$ cat src/rtl/db9_pad_scanner.sv
// ---------------------------------------------------------------------------
// db9_pad_scanner
//
// Console-side scanner for a Mega Drive / Genesis pad on a DB9 port. The
// block toggles the TH select line through a fixed phase sequence and samples
// the six pad data lines once per phase. It then publishes the decoded
// buttons as active-high P_* flags, with one VALID pulse per scan.
//
// Optional feature macro: DB9_PAD_SCANNER_SIX_BUTTON_EN
//   defined   : full 8-phase scan with six-button detection and X/Y/Z/MODE
//   undefined : 2-phase scan (phases 0 and 1 only); SIX_BTN and the extra
//               buttons are tied to 0
//
// Parameters
//   SETTLE  CE ticks per phase (TH change to sample), minimum 2
//   IDLE    CE ticks with TH high between scans
//
// Ports
//   CLK       system clock
//   RESET_N   asynchronous active-low reset
//   CE        scan tick enable, one CLK wide; all counters advance on CE
//   ENABLE    scanning allowed (only looked at while idle)
//   PAD_IN    raw DB9 lines, active-low: [0]D0 [1]D1 [2]D2 [3]D3 [4]TL [5]TR
//   PAD_TH    select line to the pad
//   P_*       active-high pressed flags
//   PRESENT   pad detected on the last scan
//   SIX_BTN   six-button pad detected on the last scan
//   VALID     one-CLK pulse when the outputs are refreshed
// ---------------------------------------------------------------------------
module db9_pad_scanner #(
    parameter int SETTLE = 8,
    parameter int IDLE   = 2000
) (
    input  logic       CLK,
    input  logic       RESET_N,
    input  logic       CE,
    input  logic       ENABLE,
    input  logic [5:0] PAD_IN,
    output logic       PAD_TH,
    output logic       P_UP,
    output logic       P_DOWN,
    output logic       P_LEFT,
    output logic       P_RIGHT,
    output logic       P_A,
    output logic       P_B,
    output logic       P_C,
    output logic       P_START,
    output logic       P_MODE,
    output logic       P_X,
    output logic       P_Y,
    output logic       P_Z,
    output logic       PRESENT,
    output logic       SIX_BTN,
    output logic       VALID
);

    localparam int SETTLE_W = (SETTLE > 1) ? $clog2(SETTLE) : 1;
    localparam int IDLE_W   = (IDLE > 1) ? $clog2(IDLE) : 1;
    localparam logic [SETTLE_W-1:0] SETTLE_LAST = SETTLE_W'(SETTLE - 1);
    localparam logic [IDLE_W-1:0]   IDLE_LAST   = IDLE_W'(IDLE - 1);

`ifdef DB9_PAD_SCANNER_SIX_BUTTON_EN
    localparam logic [2:0] LAST_PHASE = 3'd7;
`else
    localparam logic [2:0] LAST_PHASE = 3'd1;
`endif

    typedef enum logic [1:0] {
        S_IDLE  = 2'd0,
        S_PHASE = 2'd1,
        S_LATCH = 2'd2
    } state_t;

    // Synchronizer
    logic [5:0] sync1_q, sync1_d;
    logic [5:0] sync2_q, sync2_d;

    // Sequencer
    state_t              state_q, state_d;
    logic [IDLE_W-1:0]   idle_cnt_q, idle_cnt_d;
    logic [SETTLE_W-1:0] settle_cnt_q, settle_cnt_d;
    logic [2:0]          phase_q, phase_d;

    // Registered outputs
    logic       th_q, th_d;
    logic       valid_q, valid_d;
    logic       present_q, present_d;
    logic [7:0] base_q, base_d;          // {START,C,B,A,RIGHT,LEFT,DOWN,UP}

    // Shadows filled during the scan, published in S_LATCH
    logic [7:0] base_sh_q, base_sh_d;
    logic       present_sh_q, present_sh_d;

`ifdef DB9_PAD_SCANNER_SIX_BUTTON_EN
    logic       six_q, six_d;
    logic [3:0] ext_q, ext_d;            // {Z,Y,X,MODE}
    logic       six_sh_q, six_sh_d;
    logic [3:0] ext_sh_q, ext_sh_d;
`endif

    logic       sample_tick;
    logic [5:0] line_low;                // 1 where the synchronized line is low

    assign line_low    = ~sync2_q;
    assign sample_tick = (state_q == S_PHASE) && CE && (settle_cnt_q == SETTLE_LAST);

    // -----------------------------------------------------------------------
    // State register
    // -----------------------------------------------------------------------
    always_ff @(posedge CLK or negedge RESET_N) begin
        if (!RESET_N) begin
            sync1_q      <= 6'b111111;
            sync2_q      <= 6'b111111;
            state_q      <= S_IDLE;
            idle_cnt_q   <= '0;
            settle_cnt_q <= '0;
            phase_q      <= '0;
            th_q         <= 1'b1;
            valid_q      <= 1'b0;
            present_q    <= 1'b0;
            base_q       <= '0;
            base_sh_q    <= '0;
            present_sh_q <= 1'b0;
`ifdef DB9_PAD_SCANNER_SIX_BUTTON_EN
            six_q        <= 1'b0;
            ext_q        <= '0;
            six_sh_q     <= 1'b0;
            ext_sh_q     <= '0;
`endif
        end else begin
            sync1_q      <= sync1_d;
            sync2_q      <= sync2_d;
            state_q      <= state_d;
            idle_cnt_q   <= idle_cnt_d;
            settle_cnt_q <= settle_cnt_d;
            phase_q      <= phase_d;
            th_q         <= th_d;
            valid_q      <= valid_d;
            present_q    <= present_d;
            base_q       <= base_d;
            base_sh_q    <= base_sh_d;
            present_sh_q <= present_sh_d;
`ifdef DB9_PAD_SCANNER_SIX_BUTTON_EN
            six_q        <= six_d;
            ext_q        <= ext_d;
            six_sh_q     <= six_sh_d;
            ext_sh_q     <= ext_sh_d;
`endif
        end
    end

    // -----------------------------------------------------------------------
    // Next-state and counters
    // -----------------------------------------------------------------------
    always_comb begin
        sync1_d      = PAD_IN;
        sync2_d      = sync1_q;
        state_d      = state_q;
        idle_cnt_d   = idle_cnt_q;
        settle_cnt_d = settle_cnt_q;
        phase_d      = phase_q;

        case (state_q)
            S_IDLE: begin
                if (CE) begin
                    if (idle_cnt_q == IDLE_LAST) begin
                        // Counter saturates here while ENABLE is low.
                        if (ENABLE) begin
                            state_d      = S_PHASE;
                            phase_d      = '0;
                            settle_cnt_d = '0;
                        end
                    end else begin
                        idle_cnt_d = idle_cnt_q + IDLE_W'(1);
                    end
                end
            end
            S_PHASE: begin
                if (CE) begin
                    if (settle_cnt_q == SETTLE_LAST) begin
                        settle_cnt_d = '0;
                        phase_d      = phase_q + 3'd1;
                        if (phase_q == LAST_PHASE) begin
                            state_d = S_LATCH;
                        end
                    end else begin
                        settle_cnt_d = settle_cnt_q + SETTLE_W'(1);
                    end
                end
            end
            S_LATCH: begin
                state_d    = S_IDLE;
                idle_cnt_d = '0;
            end
            default: begin
                state_d    = S_IDLE;
                idle_cnt_d = '0;
            end
        endcase
    end

    // -----------------------------------------------------------------------
    // Outputs: TH, sampling into shadows, publishing in S_LATCH
    // -----------------------------------------------------------------------
    always_comb begin
        th_d         = th_q;
        valid_d      = 1'b0;
        present_d    = present_q;
        base_d       = base_q;
        base_sh_d    = base_sh_q;
        present_sh_d = present_sh_q;
`ifdef DB9_PAD_SCANNER_SIX_BUTTON_EN
        six_d        = six_q;
        ext_d        = ext_q;
        six_sh_d     = six_sh_q;
        ext_sh_d     = ext_sh_q;
`endif

        case (state_q)
            S_IDLE: begin
                th_d = 1'b1;
            end
            S_PHASE: begin
                if (sample_tick) begin
                    // The next phase drives TH = ~(phase+1)[0] = phase[0].
                    // The last phase is always odd, so this also restores
                    // TH high on the way into S_LATCH.
                    th_d = phase_q[0];
                    case (phase_q)
                        3'd0: begin
                            base_sh_d[3:0] = line_low[3:0];   // U D L R
                            base_sh_d[5]   = line_low[4];     // B
                            base_sh_d[6]   = line_low[5];     // C
                        end
                        3'd1: begin
                            base_sh_d[4]   = line_low[4];     // A
                            base_sh_d[7]   = line_low[5];     // START
                            present_sh_d   = line_low[2] & line_low[3];
                        end
`ifdef DB9_PAD_SCANNER_SIX_BUTTON_EN
                        3'd5: begin
                            six_sh_d = &line_low[3:0];
                        end
                        3'd6: begin
                            // D0..D3 carry Z, Y, X, MODE on this phase.
                            ext_sh_d = {line_low[0], line_low[1], line_low[2], line_low[3]};
                        end
`endif
                        default: begin
                        end
                    endcase
                end
            end
            S_LATCH: begin
                th_d      = 1'b1;
                valid_d   = 1'b1;
                present_d = present_sh_q;
                base_d    = present_sh_q ? base_sh_q : 8'h00;
`ifdef DB9_PAD_SCANNER_SIX_BUTTON_EN
                six_d     = present_sh_q & six_sh_q;
                ext_d     = (present_sh_q && six_sh_q) ? ext_sh_q : 4'h0;
`endif
            end
            default: begin
                th_d = 1'b1;
            end
        endcase
    end

    assign PAD_TH  = th_q;
    assign VALID   = valid_q;
    assign PRESENT = present_q;
    assign {P_START, P_C, P_B, P_A, P_RIGHT, P_LEFT, P_DOWN, P_UP} = base_q;

`ifdef DB9_PAD_SCANNER_SIX_BUTTON_EN
    assign {P_Z, P_Y, P_X, P_MODE} = ext_q;
    assign SIX_BTN = six_q;
`else
    assign {P_Z, P_Y, P_X, P_MODE} = 4'h0;
    assign SIX_BTN = 1'b0;
`endif

endmodule
$ cat config.mk
export PLATFORM = sky130hd
export DESIGN_NAME = db9_pad_scanner
export DESIGN_NICKNAME = d
export VERILOG_FILES = /design/src/rtl/db9_pad_scanner.sv
export SDC_FILE = /design/constraint.sdc
export NUM_CORES = 1
export LEC_CHECK = 0
export CAP_MARGIN = 20
export CORE_ASPECT_RATIO = 1.25
export CORE_MARGIN = 8
export CORE_UTILIZATION = 47
export CTS_CLUSTER_DIAMETER = 40
export DETAILED_ROUTE_END_ITERATION = 12
export GPL_ROUTABILITY_DRIVEN = 0
export PLACE_DENSITY = 0.8
export SKIP_LAST_GASP = 1
export SLEW_MARGIN = 20
export SYNTH_ARGS = -nofsm -noshare
export SYNTH_HDL_FRONTEND = slang
export SYNTH_SLANG_ARGS = --single-unit
$ cat constraint.sdc
create_clock -name CLK -period 1.9 [get_ports CLK]
set_input_delay 0.38 -clock CLK [delete_from_list [all_inputs] [get_ports CLK]]
set_output_delay 0.38 -clock CLK [all_outputs]
set_load 0.005 [all_outputs]
==> results.sh <==
export IMPL_status="finished clean"
export IMPL_setup_viol_count_final=0
export IMPL_postCtsSetupBuffers=0
export IMPL_ys_seq_elements=51
export IMPL_cts_tree="built"
export IMPL_grt_pass1_vias=1427
export IMPL_synth_most_common_cell="dfrtp_1"
export IMPL_dieArea_mm2=0.006958
export IMPL_dpl_hpwl_um=2528
export IMPL_async_reset_ff_frac=1.000
export IMPL_start_util=0.4852
export IMPL_synth_cell_type_count=41
export IMPL_synth_compound_area_frac=0.08925
export IMPL_start_kind="flop"
export IMPL_vias=1415
export IMPL_fp_dieH_um=91.28
export IMPL_grt_setup_unrepaired="false"
export IMPL_globalRoute_totalOverflow=0
export IMPL_grt_total_usage=0.1111
export IMPL_required_ns=2.10
export IMPL_routed_wirelength_um=3725
export IMPL_numCtsBuffers=5
export IMPL_synthFlopType="dfrtp_1"
export IMPL_finalSetupTns_ns=0
export IMPL_synth_top_area_cell="dfrtp_1"
export IMPL_hp_class="in -> async"
export IMPL_skew_ns=0.01025
export IMPL_clk_latency_ns=0.30
export IMPL_synth_top_family_by_area="simple AND/OR/NAND/NOR gates"
export IMPL_cp_max_fo=6
export IMPL_hold_violations=0
export IMPL_power_w=0.002468
export IMPL_dieWidth_um=76.23
export IMPL_coreArea_mm2=0.004392
export IMPL_synthCells=189
export IMPL_period_minus_slack_ns=1.744
export IMPL_synthSimpleGateAreaFrac=0.1767
export IMPL_ys_top_cells_by_area="dfrtp_1 45%, dfstp_2 16%, nand2_1 3.9%"
export IMPL_nets=236
export IMPL_ys_top_cells_by_count="38 x dfrtp_1, 22 x nand2_1, 21 x nor2_1, 13 x dfstp_2"
export IMPL_synthXorXnorAreaFrac=0.02877
export IMPL_critPathArrivalTime_ns=1.94
export IMPL_grt_start_max_net_pins=52
export IMPL_timing_max_cap_violations=0
export IMPL_drc=0
export IMPL_clock_sinks=51
export IMPL_grt_pass1_wl_um=6451
export IMPL_via_per_inst=5.072
export IMPL_synth_seq_area_share=0.6066
export IMPL_numPortBuffers=20
export IMPL_slew_violations=0
export IMPL_synth_fa_ha_area_frac=0.03523
export IMPL_p_leak_nw=1.101
export IMPL_drive_above_1_share=0.1946
export IMPL_core_rowCount=27
export IMPL_postSynthAreaPerCell_um2=11.27
export IMPL_synth_top_area_frac=0.4463
export IMPL_timing_final_crit_share=0.9181
export IMPL_netlist_area_mm2=0.002131
export IMPL_path_class="reg -> reg"
export IMPL_io_pins=26
export IMPL_ys_warnings_count=0
export IMPL_drt_initial_drc_count=63
export IMPL_synth_edff_count=0
export IMPL_diodes=0
export IMPL_fmax_mhz=573.3
export IMPL_clkSlewWorstSetupHoldPaths_ns=0.10
export IMPL_area_growth_pct=20.08
export IMPL_drtPass1Iterations=4
export IMPL_root_buffer="clkbuf_8"
export IMPL_synthMuxAreaShare=0.02584
export IMPL_clockBufferDepth=2
export IMPL_power_density_mw_per_mm2=964.7
export IMPL_antenna_found_initial=0
export IMPL_wl_per_cell_um=13.35
export IMPL_cts_max_level=2
export IMPL_peakVddDrop_uv=662.5
export IMPL_ant_nets=0
export IMPL_endpoint_kind="flop"
[timing repair]
action	4_1_cts	5_1_grt
endpoints found under the setup margin	0	2
gates resized for setup	0	1
hold buffers	0	0
[path summary, 6_finish.rpt]
kind                       depth (start not counted)                 startpoint                  endpoint  slack, ns
max                                                5  idle_cnt_q[0]$_DFFE_PN0P_    phase_q[1]$_DFFE_PN0P_       0.16
max in group asynchronous                          2                    RESET_N      sync2_q[0]$_DFF_PN1_       1.57
min reg2reg                                        0       sync1_q[0]$_DFF_PN1_      sync2_q[0]$_DFF_PN1_       0.36
max reg2reg                                        5  idle_cnt_q[0]$_DFFE_PN0P_    phase_q[1]$_DFFE_PN0P_       0.16
min                                                2                    RESET_N  base_sh_q[3]$_DFFE_PN0P_       0.05
min in group CLK                                   0       sync1_q[0]$_DFF_PN1_      sync2_q[0]$_DFF_PN1_       0.36
[power breakdown]
part           switching [W]  leakage, nW  total (W)  internal [W]
logic               0.000170        0.404   0.000358      0.000188
registers           0.000134        0.640    0.00136       0.00123
clock network       0.000354       0.0562   0.000747      0.000393
total               0.000658         1.10    0.00247       0.00181
[cell families after synthesis]
kind of cell	after synthesis
simple gates	73
fa+ha+maj	6
mux	5
flops	51
xor+xnor	7
compound gates	31
buf+inv	15
other cells	1
[through the flow]
stage / utilization / hold slack, ns / std cells / instance area (um2) / setup slack, ns
after floorplan: - / 0.08441 / 193 / 2146 / 0.2569
after global placement: 0.5564 / 0.3463 / 271 / 2444 / 0.03937
after detailed placement: 0.5564 / 0.3468 / 271 / 2444 / 0.01111
after CTS: 0.5818 / 0.05248 / 279 / 2555 / 0.09548
after global routing: 0.5826 / 0.06463 / 279 / 2559 / 0.01850
final: 0.5826 / 0.04717 / 279 / 2559 / 0.1557
[per-layer routing]
layer | vias up | GRT usage | wire length (um)
li1 | 696 | - | -
met1 | 692 | 0.1210 | 1623
met2 | 21 | 0.1911 | 1891
met3 | 6 | 0.03353 | 141
met4 | 0 | 0.05627 | 69
met5 | - | 0 | 0
[layout by cell type, fill, tap and decap left out, types with 3 or more instances in the layout]
| cell | instances |
|---|---|
| inv_1 | 5 |
| dfrtp_1 | 38 |
| nor2_1 | 21 |
| nand4_1 | 4 |
| o21ai_0 | 11 |
| dfstp_2 | 13 |
| xnor2_1 | 5 |
| conb_1 | 5 |
| clkdlybuf4s50_1 | 19 |
| a21oi_1 | 11 |
| clkbuf_8 | 5 |
| nand3_1 | 3 |
| nor2b_1 | 3 |
| mux2_2 | 4 |
| nor3_1 | 4 |
| buf_4 | 9 |
| ha_1 | 6 |
| nand2_1 | 22 |
[layout make-up]
cell class | instances | area, um2
clock buffer | 5 | 68.82
clock inverter | 3 | 42.54
fill | 371 | 1833
inverter | 5 | 18.77
multi-input combinational | 127 | 780.7
sequential | 51 | 1292
tap | 58 | 72.57
timing repair buffer | 30 | 282.8
[worst max-delay path, cell delays in order, from the launching register on]
cell and delay, ns:
dfrtp_1 0.43, ha_1 0.23, nand3_1 0.14, nor4_2 0.38, o21ai_2 0.16, a221o_1 0.31
[state kept, by name, indices dropped and copies added, names as in the netlist, 2 cells and up]
signal,cells
base_q,8
settle_cnt_q,3
base_sh_q,8
idle_cnt_q,11
phase_q,3
sync1_q,6
state_q,2
sync2_q,6
Note: power is estimated with default switching activity, not from simulation.
